**config.mk**
```make
export PLATFORM = sky130hd
export DESIGN_NAME = load_store_unit
export DESIGN_NICKNAME = d
export VERILOG_FILES = /design/src/rtl/lsu_pkg.sv /design/src/rtl/lsu_lane_align.sv /design/src/rtl/load_store_unit.sv
export SDC_FILE = /design/constraint.sdc
export NUM_CORES = 1
export LEC_CHECK = 0
export ABC_AREA = 1
export BUFFER_PORTS_ARGS = -buffer_cell sky130_fd_sc_hd__buf_4
export CAP_MARGIN = 20
export CORE_UTILIZATION = 55
export CTS_CLUSTER_DIAMETER = 200
export DETAILED_ROUTE_END_ITERATION = 6
export MAX_ROUTING_LAYER = met4
export PLACE_DENSITY = 0.82
export REMOVE_ABC_BUFFERS = 1
export SETUP_SLACK_MARGIN = 0.15
export SYNTH_ARGS = -nofsm -noshare
export SYNTH_HDL_FRONTEND = slang
export SYNTH_HIERARCHICAL = 1
export SYNTH_SLANG_ARGS = --single-unit
```
**constraint.sdc**
```tcl
create_clock -name Clock -period 2.5 [get_ports Clock]
set_clock_uncertainty 0.2 [all_clocks]
set_input_delay 0.75 -clock Clock [delete_from_list [all_inputs] [get_ports Clock]]
set_output_delay 0.75 -clock Clock [all_outputs]
set_load 0.01 [all_outputs]
```
**src/rtl/lsu_pkg.sv**
```systemverilog
// Shared definitions for the load/store unit: access sizes, FSM states and lane mask helper.
package lsu_pkg;

  localparam logic [1:0] SZ_B = 2'd0;
  localparam logic [1:0] SZ_H = 2'd1;
  localparam logic [1:0] SZ_W = 2'd2;
  localparam logic [1:0] SZ_D = 2'd3;

  typedef enum logic [2:0] {
    ST_IDLE,
    ST_RD,
    ST_RWAIT,
    ST_WR,
    ST_RESP
  } lsu_state_e;

  // One bit per byte lane touched by an access of the given size at the given offset.
  function automatic logic [7:0] byte_mask(input logic [1:0] size, input logic [2:0] offset);
    logic [7:0] base;
    case (size)
      SZ_B:    base = 8'h01;
      SZ_H:    base = 8'h03;
      SZ_W:    base = 8'h0F;
      default: base = 8'hFF;
    endcase
    return base << offset;
  endfunction

endpackage

```
**src/rtl/lsu_lane_align.sv**
```systemverilog
// Little-endian lane handling: load extract with sign/zero extension, and store merge into a fetched word.
module lsu_lane_align
  import lsu_pkg::*;
(
  input  logic [1:0]  size,
  input  logic [2:0]  offset,
  input  logic        is_signed,
  input  logic [63:0] rdata,
  input  logic [63:0] wdata,
  output logic [63:0] load_data,
  output logic [63:0] merged
);

  logic [7:0]  bmask;
  logic [63:0] bit_mask;
  logic [63:0] shifted;
  logic [63:0] wshift;

  always_comb begin
    bmask    = byte_mask(size, offset);
    bit_mask = '0;
    for (int unsigned i = 0; i < 8; i++) begin
      bit_mask[8*i +: 8] = {8{bmask[i]}};
    end
    shifted = rdata >> {offset, 3'b000};
    wshift  = wdata << {offset, 3'b000};
    merged  = (rdata & ~bit_mask) | (wshift & bit_mask);
    case (size)
      SZ_B:    load_data = is_signed ? {{56{shifted[7]}},  shifted[7:0]}  : {56'd0, shifted[7:0]};
      SZ_H:    load_data = is_signed ? {{48{shifted[15]}}, shifted[15:0]} : {48'd0, shifted[15:0]};
      SZ_W:    load_data = is_signed ? {{32{shifted[31]}}, shifted[31:0]} : {32'd0, shifted[31:0]};
      default: load_data = shifted;
    endcase
  end

endmodule

```
**src/rtl/load_store_unit.sv**
```systemverilog
// DataMemory initiator: latches one request, sequences read / read-modify-write / write, returns aligned results.
module load_store_unit
  import lsu_pkg::*;
#(
  parameter int unsigned MEM_WORDS = 64,
  parameter int unsigned RD_LAT    = 1
) (
  input  logic        Clock,
  input  logic        ResetL,
  input  logic        ReqValid,
  output logic        ReqReady,
  input  logic        ReqWrite,
  input  logic [1:0]  ReqSize,
  input  logic        ReqSigned,
  input  logic [63:0] ReqAddr,
  input  logic [63:0] ReqWData,
  output logic        RespValid,
  output logic [63:0] RespData,
  output logic        RespError,
  output logic [63:0] MemAddress,
  output logic [63:0] MemWriteData,
  output logic        MemoryRead,
  output logic        MemoryWrite,
  input  logic [63:0] MemReadData
);

  lsu_state_e  state_q, state_d;
  logic        write_q, write_d;
  logic [1:0]  size_q, size_d;
  logic        signed_q, signed_d;
  logic [2:0]  off_q, off_d;
  logic [63:0] wdata_q, wdata_d;
  logic [15:0] cnt_q, cnt_d;
  logic        mem_rd_q, mem_rd_d;
  logic        mem_wr_q, mem_wr_d;
  logic [63:0] mem_addr_q, mem_addr_d;
  logic [63:0] mem_wdata_q, mem_wdata_d;
  logic        resp_valid_q, resp_valid_d;
  logic [63:0] resp_data_q, resp_data_d;
  logic        resp_err_q, resp_err_d;

  logic        misaligned, out_of_range;
  logic [63:0] load_data, merged;

  lsu_lane_align u_align (
    .size      (size_q),
    .offset    (off_q),
    .is_signed (signed_q),
    .rdata     (MemReadData),
    .wdata     (wdata_q),
    .load_data (load_data),
    .merged    (merged)
  );

  always_comb begin
    case (ReqSize)
      SZ_B:    misaligned = 1'b0;
      SZ_H:    misaligned = ReqAddr[0];
      SZ_W:    misaligned = |ReqAddr[1:0];
      default: misaligned = |ReqAddr[2:0];
    endcase
    out_of_range = {3'b000, ReqAddr[63:3]} >= 64'(MEM_WORDS);
  end

  always_comb begin
    state_d     = state_q;
    write_d     = write_q;
    size_d      = size_q;
    signed_d    = signed_q;
    off_d       = off_q;
    wdata_d     = wdata_q;
    cnt_d       = cnt_q;
    mem_addr_d  = mem_addr_q;
    mem_wdata_d = mem_wdata_q;
    resp_data_d = resp_data_q;
    resp_err_d  = resp_err_q;
    case (state_q)
      ST_IDLE: begin
        if (ReqValid) begin
          write_d  = ReqWrite;
          size_d   = ReqSize;
          signed_d = ReqSigned;
          off_d    = ReqAddr[2:0];
          wdata_d  = ReqWData;
          if (misaligned || out_of_range) begin
            state_d     = ST_RESP;
            resp_err_d  = 1'b1;
            resp_data_d = '0;
          end else begin
            mem_addr_d = {3'b000, ReqAddr[63:3]};
            if (ReqWrite && ReqSize == SZ_D) begin
              state_d     = ST_WR;
              mem_wdata_d = ReqWData;
            end else begin
              state_d = ST_RD;
            end
          end
        end
      end
      ST_RD: begin
        state_d = ST_RWAIT;
        cnt_d   = 16'(RD_LAT - 1);
      end
      ST_RWAIT: begin
        if (cnt_q == '0) begin
          if (write_q) begin
            state_d     = ST_WR;
            mem_wdata_d = merged;
          end else begin
            state_d     = ST_RESP;
            resp_data_d = load_data;
            resp_err_d  = 1'b0;
          end
        end else begin
          cnt_d = cnt_q - 16'd1;
        end
      end
      ST_WR: begin
        state_d     = ST_RESP;
        resp_data_d = '0;
        resp_err_d  = 1'b0;
      end
      default: state_d = ST_IDLE;
    endcase
    // Strobes are decoded from the next state so they are flops aligned with their state.
    mem_rd_d     = (state_d == ST_RD);
    mem_wr_d     = (state_d == ST_WR);
    resp_valid_d = (state_d == ST_RESP);
  end

  always_ff @(posedge Clock or negedge ResetL) begin
    if (!ResetL) begin
      state_q      <= ST_IDLE;
      write_q      <= 1'b0;
      size_q       <= SZ_B;
      signed_q     <= 1'b0;
      off_q        <= '0;
      wdata_q      <= '0;
      cnt_q        <= '0;
      mem_rd_q     <= 1'b0;
      mem_wr_q     <= 1'b0;
      mem_addr_q   <= '0;
      mem_wdata_q  <= '0;
      resp_valid_q <= 1'b0;
      resp_data_q  <= '0;
      resp_err_q   <= 1'b0;
    end else begin
      state_q      <= state_d;
      write_q      <= write_d;
      size_q       <= size_d;
      signed_q     <= signed_d;
      off_q        <= off_d;
      wdata_q      <= wdata_d;
      cnt_q        <= cnt_d;
      mem_rd_q     <= mem_rd_d;
      mem_wr_q     <= mem_wr_d;
      mem_addr_q   <= mem_addr_d;
      mem_wdata_q  <= mem_wdata_d;
      resp_valid_q <= resp_valid_d;
      resp_data_q  <= resp_data_d;
      resp_err_q   <= resp_err_d;
    end
  end

  assign ReqReady     = (state_q == ST_IDLE);
  assign RespValid    = resp_valid_q;
  assign RespData     = resp_data_q;
  assign RespError    = resp_err_q;
  assign MemAddress   = mem_addr_q;
  assign MemWriteData = mem_wdata_q;
  assign MemoryRead   = mem_rd_q;
  assign MemoryWrite  = mem_wr_q;

endmodule

```
==> results.tsv, run 1 <==
metric	value	unit
die area	0.0312	mm^2
CTS root buf	clkbuf_16	
Syn Inst Count	2519	
syn_area_per_cell	6.66	um^2
Met2 Routed Length	28200	um
FFs w/ async S/R, synth	100	%
r2r startpoint	off_q[0]	
Crit path arrival time	1.39	ns
LEAKAGE	12.5	nW
vias in the first global route	17600	
Vias/cell	5.66	
clock transition at the registers of the reported paths	0.07	ns
drt wl/cell	18.7	um
critical path type	reg2out	
die width	177	um
max-slew violations	0	
Port-buffer cells	392	
post-route cell area	0.0219	mm^2
DRT antenna net count	0	
final wirelength	61800	um
total vias in the final route	18707	
met3 wire length	6470	um
Peak supply drop	524	uV
CTS Buf Count	30	
worst rel slew slack	49.7	%
power consumption	0.0145	W
YS warnings	6	
Final Wtd Congestion	0.948	
Netlist cell types	38	
Worst setup EP type	output port	
Period minus WS final	2.34	ns
HPWL after DPL	41600	um
largest net degree at the start of global routing	100	
worst min-delay path class	in2reg	
Longest Clk Path Bufs	3	
Ports	396	
Setup Viol. Count Final	0	
final routed DRC violation total	0	
Initial DRC Count	2077	
status	completed	
synthesized area	0.0168	mm^2
area delta synth->final	30.4	%
RSZ-0062 raised after global routing	true	
Remaining Overflow, GRT	0	
CP Data Required Time	1.55	ns
DR pass1 iterations	6	
CP startpoint	state_q[0]	
Final nets	3093	
initial antenna violation count	0	
final hold violations	0	
sequential share of the synthesized area	42.2	%
Worst setup SP type	register	
Cell Area, Placed	0.0204	mm^2
Final Core Density	73.4	%
Seq cells post-synth	283	
gr usage total	39.0	%
worst-path maximum fanout	3	
FMAX	0.428	GHz
CTS tree	yes	
clk sinks	283	
Ant. Diodes	0	
Worst Tran Pin Value	0.749	ns
Top Layer Used	met4	
layout cells sized above 1	21.6	%
Worst-Skew Late Latency	0.57	ns
H-tree Lvls	1	
Hold Path Origin	ReqWData[7]	
FP Rows	63	
core region area	0.0298	mm^2
Initial Util	56.3	%
M1 wire length	24300	um
die height	177	um
Power Density	662	mW/mm^2
Max-cap violations	0	
first-pass GRT wire length	92700	um
Post-synth EDFFs	0	
ys flop type	dfrtp_1	
Tcrit/Tclk final	93.5	%
-- what timing repair did --
item,4_1_cts,5_1_grt
resized for setup,2,28
gates cloned,0,5
setup buffers,4,7
hold buffers,1,0
endpoints found under the setup margin,19,127
hold endpoints to repair,37,0
pin swaps,2,5
-- synthesized netlist by cell type (2+ instances only) --
master	number	share of area (%)
nand2_1	1232	28
dfrtp_1	283	42
nand3_1	241	7.2
o21ai_0	187	5.6
inv_1	152	3.4
buf_2	75	2.2
nor2_1	71	1.6
nand4_1	41	1.5
clkbuf_1	36	0.81
o21ai_1	23	0.69
buf_4	22	0.98
o211ai_1	22	0.98
a21oi_1	18	0.54
buf_6	18	1.2
buf_1	17	0.38
or2_2	14	0.52
nor3_1	12	0.36
inv_2	10	0.22
nor2_2	8	0.30
o21a_1	7	0.31
o31ai_1	5	0.22
nand2_2	3	0.11
nand3b_1	3	0.13
xor2_1	3	0.16
nand3_2	2	0.12
o21ai_2	2	0.10
-- worst paths after layout --
path	to	slack [ns]	depth (start not counted)
max	ReqReady	0.16	4
min	wdata_q[7]	0.19	3
max reg2reg	MemWriteData[51]	0.17	11
min reg2reg	MemAddress[14]	0.27	2
max in group asynchronous	wdata_q[26]	0.84	4
min in group asynchronous	cnt_q[13]	0.48	2
-- worst max-delay path, stage by stage, from the launching register on --
cell and delay [ns]:
dfrtp_1 0.41, nor2_2 0.14, nand2_1 0.07, inv_2 0.09, buf_6 0.11
-- stage by stage --
step / TNS (ns) / setup slack [ns] / hold WS, ns / cells
2_1_floorplan: -621.63 / -3.49 / 0.249 / 2352
3_3_place_gp: 0 / 0.0217 / 0.249 / 3233
3_5_place_dp: -0.0128 / -0.00979 / 0.255 / 3234
4_1_cts: 0 / 0.151 / 0.169 / 3295
5_1_grt: 0 / 0.0805 / 0.185 / 3307
6_report: 0 / 0.163 / 0.185 / 3307
-- layer usage --
| layer | vias up | global-route usage, % |
|---|---|---|
| met3 | 214 | 5.39 |
| met1 | 8643 | 49.8 |
| met5 | - | - |
| met4 | 0 | 16.3 |
| met2 | 1148 | 62.4 |
| li1 | 8702 | - |
-- layout make-up --
type	instances	area [um^2]
clock inverters	21	350
flip-flops and latches	283	7090
clock buffers	35	831
inverters	164	627
multi-input cells	1906	8250
well taps	390	488
fillers	2397	7910
repair buffers	508	4250
-- kinds of logic (layout without fill, tap and decap cells) --
logic type               after synthesis  count (layout)  synth area share [%]
adder cells (fa/ha/maj)                1               1                0.0745
flip-flops                           283             283                  42.2
AO/OA/AOI/OAI                        267             267                  8.60
XOR/XNOR                               3               3                 0.157
AND/OR/NAND/NOR                     1631            1632                  39.6
buffers and inverters                333             728                  9.33
other                                  1               3                0.0223
-- power breakdown --
| part | internal [W] | switching (W) | total [W] | leakage [nW] |
|---|---|---|---|---|
| Clock | 0.00324 | 0.00204 | 0.00527 | 0.566 |
| Combinational | 0.00152 | 0.00249 | 0.00401 | 8.24 |
| Sequential | 0.00494 | 0.000266 | 0.00521 | 3.73 |
| Total | 0.00970 | 0.00479 | 0.0145 | 12.5 |
-- cell usage in the layout (no fill, tap or decap), drive strengths merged, types with 4 or more instances in the layout --
cell	netlist	layout
o211ai	22	22
clkinv	1	5
bufinv	0	8
o21a	7	7
nor2	79	80
clkbuf	37	39
nand3	243	243
inv	163	168
a21oi	19	19
nand2	1235	1235
dfrtp	283	283
nand4	41	41
o21ai	212	212
nor3	13	13
or2	14	14
o31ai	5	5
buf	132	503
clkinvlp	0	4
-- flip-flops by register name, indices dropped and copies added, names as in the netlist --
signal / count
size_q: 2
MemoryRead: 1
MemWriteData: 64
MemAddress: 61
RespData: 64
state_q: 3
RespValid: 1
off_q: 3
write_q: 1
wdata_q: 64
RespError: 1
signed_q: 1
cnt_q: 16
MemoryWrite: 1
(Power assumes the default switching activity.)
==> run 2, diff against run 1 <==
==> constraint.sdc (replaced) <==
create_clock -name Clock -period 3 [get_ports Clock]
set_clock_uncertainty 0.2 [all_clocks]
set_input_delay 0.9 -clock Clock [delete_from_list [all_inputs] [get_ports Clock]]
set_output_delay 0.9 -clock Clock [all_outputs]
set_load 0.01 [all_outputs]
==> results.tsv, run 2 (synthesized netlist as in run 1, its figures left out) <==
metric	value	unit	change
Worst path max stage delay	1.04	ns	was 0.41 ns
worst-path maximum fanout	16		was 3
largest net degree at the start of global routing	91		was 100
Final Wtd Congestion	0.919		was 0.948
Longest Clk Path Bufs	3		unchanged
FMAX	0.368	GHz	
RSZ-0062 raised after global routing	false		was true
power consumption	0.0115	W	was 0.0145 W
Remaining Overflow, GRT	0		unchanged
layout cells sized above 1	19.7	%	was 21.6%
Ports	396		unchanged
die height	177	um	unchanged
Crit path arrival time	2.97	ns	was 1.39 ns
Worst-Skew Late Latency	0.57	ns	about the same
Worst R2R Setup Slack	0.29	ns	was 0.17 ns
placed cell count	3194		was 3234
area delta synth->final	25.6	%	was 30.4%
sum of buffers and inverters on the critical path	1		was 2
CTS Buf Count	31		was 30
Initial Util	56.3	%	unchanged
CP Cell Sequence	buf_4 -> nand2_1 -> a22oi_2 -> o21ai_0 -> nand2_1 -> nand2_1 -> nand3_1 -> nand2_1		was nor2_2 -> nand2_1 -> inv_2 -> buf_6
Ant. Diodes	0		unchanged
r2r startpoint	size_q[1]		was off_q[0]
die area	0.0312	mm^2	unchanged
HPWL after DPL	39500	um	was 41600 um
Final Core Density	70.7	%	was 73.4%
total vias in the final route	18278		was 18707
worst min-delay path class	in2async		was in2reg
die width	177	um	unchanged
Max-cap violations	0		unchanged
first-pass GRT wire length	90500	um	was 92700 um
CTS tree	yes		unchanged
worst rel slew slack	13.9	%	was 49.7%
# resized after CTS	0		was 2
Worst setup EP type	register		was output port
Worst setup SP type	register		unchanged
initial antenna violation count	0		unchanged
Period minus WS final	2.71	ns	
critical path type	reg2reg		was reg2out
gr usage total	37.9	%	was 39.0%
most frequent cells in the layout	nand2_1 (1227), buf_4 (433), dfrtp_1 (280)		was nand2_1 (1223), buf_4 (471), dfrtp_1 (279)
pre-CTS WS	0.246	ns	was -0.00979 ns
CP Data Required Time	3.25	ns	was 1.55 ns
clock transition at the registers of the reported paths	0.06	ns	was 0.07 ns
vias in the first global route	17314		was 17600
Worst Tran Pin Value	1.29	ns	was 0.749 ns
CP dominant cell by count	nand2_1		
DR pass1 iterations	5		was 6
drt wl/cell	17.8	um	was 18.7 um
Power Density	543	mW/mm^2	was 662 mW/mm^2
LEAKAGE	12.1	nW	was 12.5 nW
Port-buffer cells	392		unchanged
FP Rows	63		unchanged
CTS root buf	clkbuf_16		unchanged
clk sinks	283		unchanged
Peak supply drop	435	uV	was 524 uV
Setup Viol. Count Final	0		unchanged
worst reg2reg path depth	8		was 11
Initial DRC Count	1781		was 2077
final wirelength	57900	um	was 61800 um
commonest non-fill, non-tap cell in the layout	nand2_1		unchanged
H-tree Lvls	1		unchanged
FF-to-FF End	MemWriteData[45]		was MemWriteData[51]
hold buffer count at CTS	0		was 1
Tcrit/Tclk final	90.5	%	
core region area	0.0298	mm^2	unchanged
final routed DRC violation total	0		unchanged
status	completed		unchanged
Vias/cell	5.62		was 5.66
max-slew violations	0		unchanged
final hold violations	0		unchanged
Slowest-stage cell, CP	a22oi_2		was dfrtp_1
Top Family by Delay on Critical Path	compound AO/OA/AOI/OAI gates		was flip-flops
crit path setup slack, layout	0.285	ns	was 0.163 ns
Final nets	3037		was 3093
Layout Cells excl Fill	3252		was 3307
Post CTS Setup Buffer Count	0		was 4
DRT antenna net count	0		unchanged
[run 2: changes by cell type in the layout (fill, tap and decap cells not counted), sizes merged, moves of 3 or more]
| cell | before | now |
|---|---|---|
| buf | 503 | 452 |
| clkinv | 5 | 13 |
| bufinv | 8 | 5 |
| clkbuf | 39 | 36 |
| inv | 168 | 165 |
[run 2: final cells by class]
cell class / instances / area [um^2]
timing repair buffer: 452 / 3630
multi-input combinational: 1905 / 8180
inverter: 164 / 619
fill: 2561 / 8720
tap: 390 / 488
clock inverter: 22 / 264
clock buffer: 36 / 815
sequential: 283 / 7090
[run 2: how the worst max path moves through the flow]
| stage | start | end | slack, ns | cells past startpoint |
|---|---|---|---|---|
| finish | size_q[1] | MemWriteData[45] | 0.29 | 8 |
| detailed placement | ReqAddr[41] | MemWriteData[45] | 0.25 | 11 |
| floorplan | state_q[0] | RespError | -2.99 | 8 |
| CTS | off_q[1] | RespData[32] | 0.36 | 10 |
| global placement | ReqAddr[33] | MemWriteData[45] | 0.32 | 11 |
| global route | off_q[1] | RespData[51] | 0.17 | 10 |
[run 2: per-layer routing]
metal / wire length (um) / part of all wire, % / track usage, %
met3: 5790 / 10 / 6.34
met5: 0 / 0 / -
met2: 27100 / 47 / 60.9
met1: 22500 / 39 / 47.3
met4: 2540 / 4.4 / 16.2
[run 2: stage by stage]
stage | hold WS (ns) | TNS [ns] | cell area [um^2]
finish | 0.0379 | 0 | 21100
global route | 0.0524 | 0 | 21100
CTS | 0.0306 | 0 | 21100
detailed placement | 0.253 | 0 | 20000
global placement | 0.250 | 0 | 20000
floorplan | 0.249 | -503.27 | 15800
[run 2: power breakdown]
group | total, W | switching (W) | leakage, nW | internal, W
clock | 0.00403 | 0.00164 | 0.529 | 0.00239
sequential | 0.00434 | 0.000223 | 3.73 | 0.00412
combinational | 0.00308 | 0.00194 | 7.87 | 0.00114
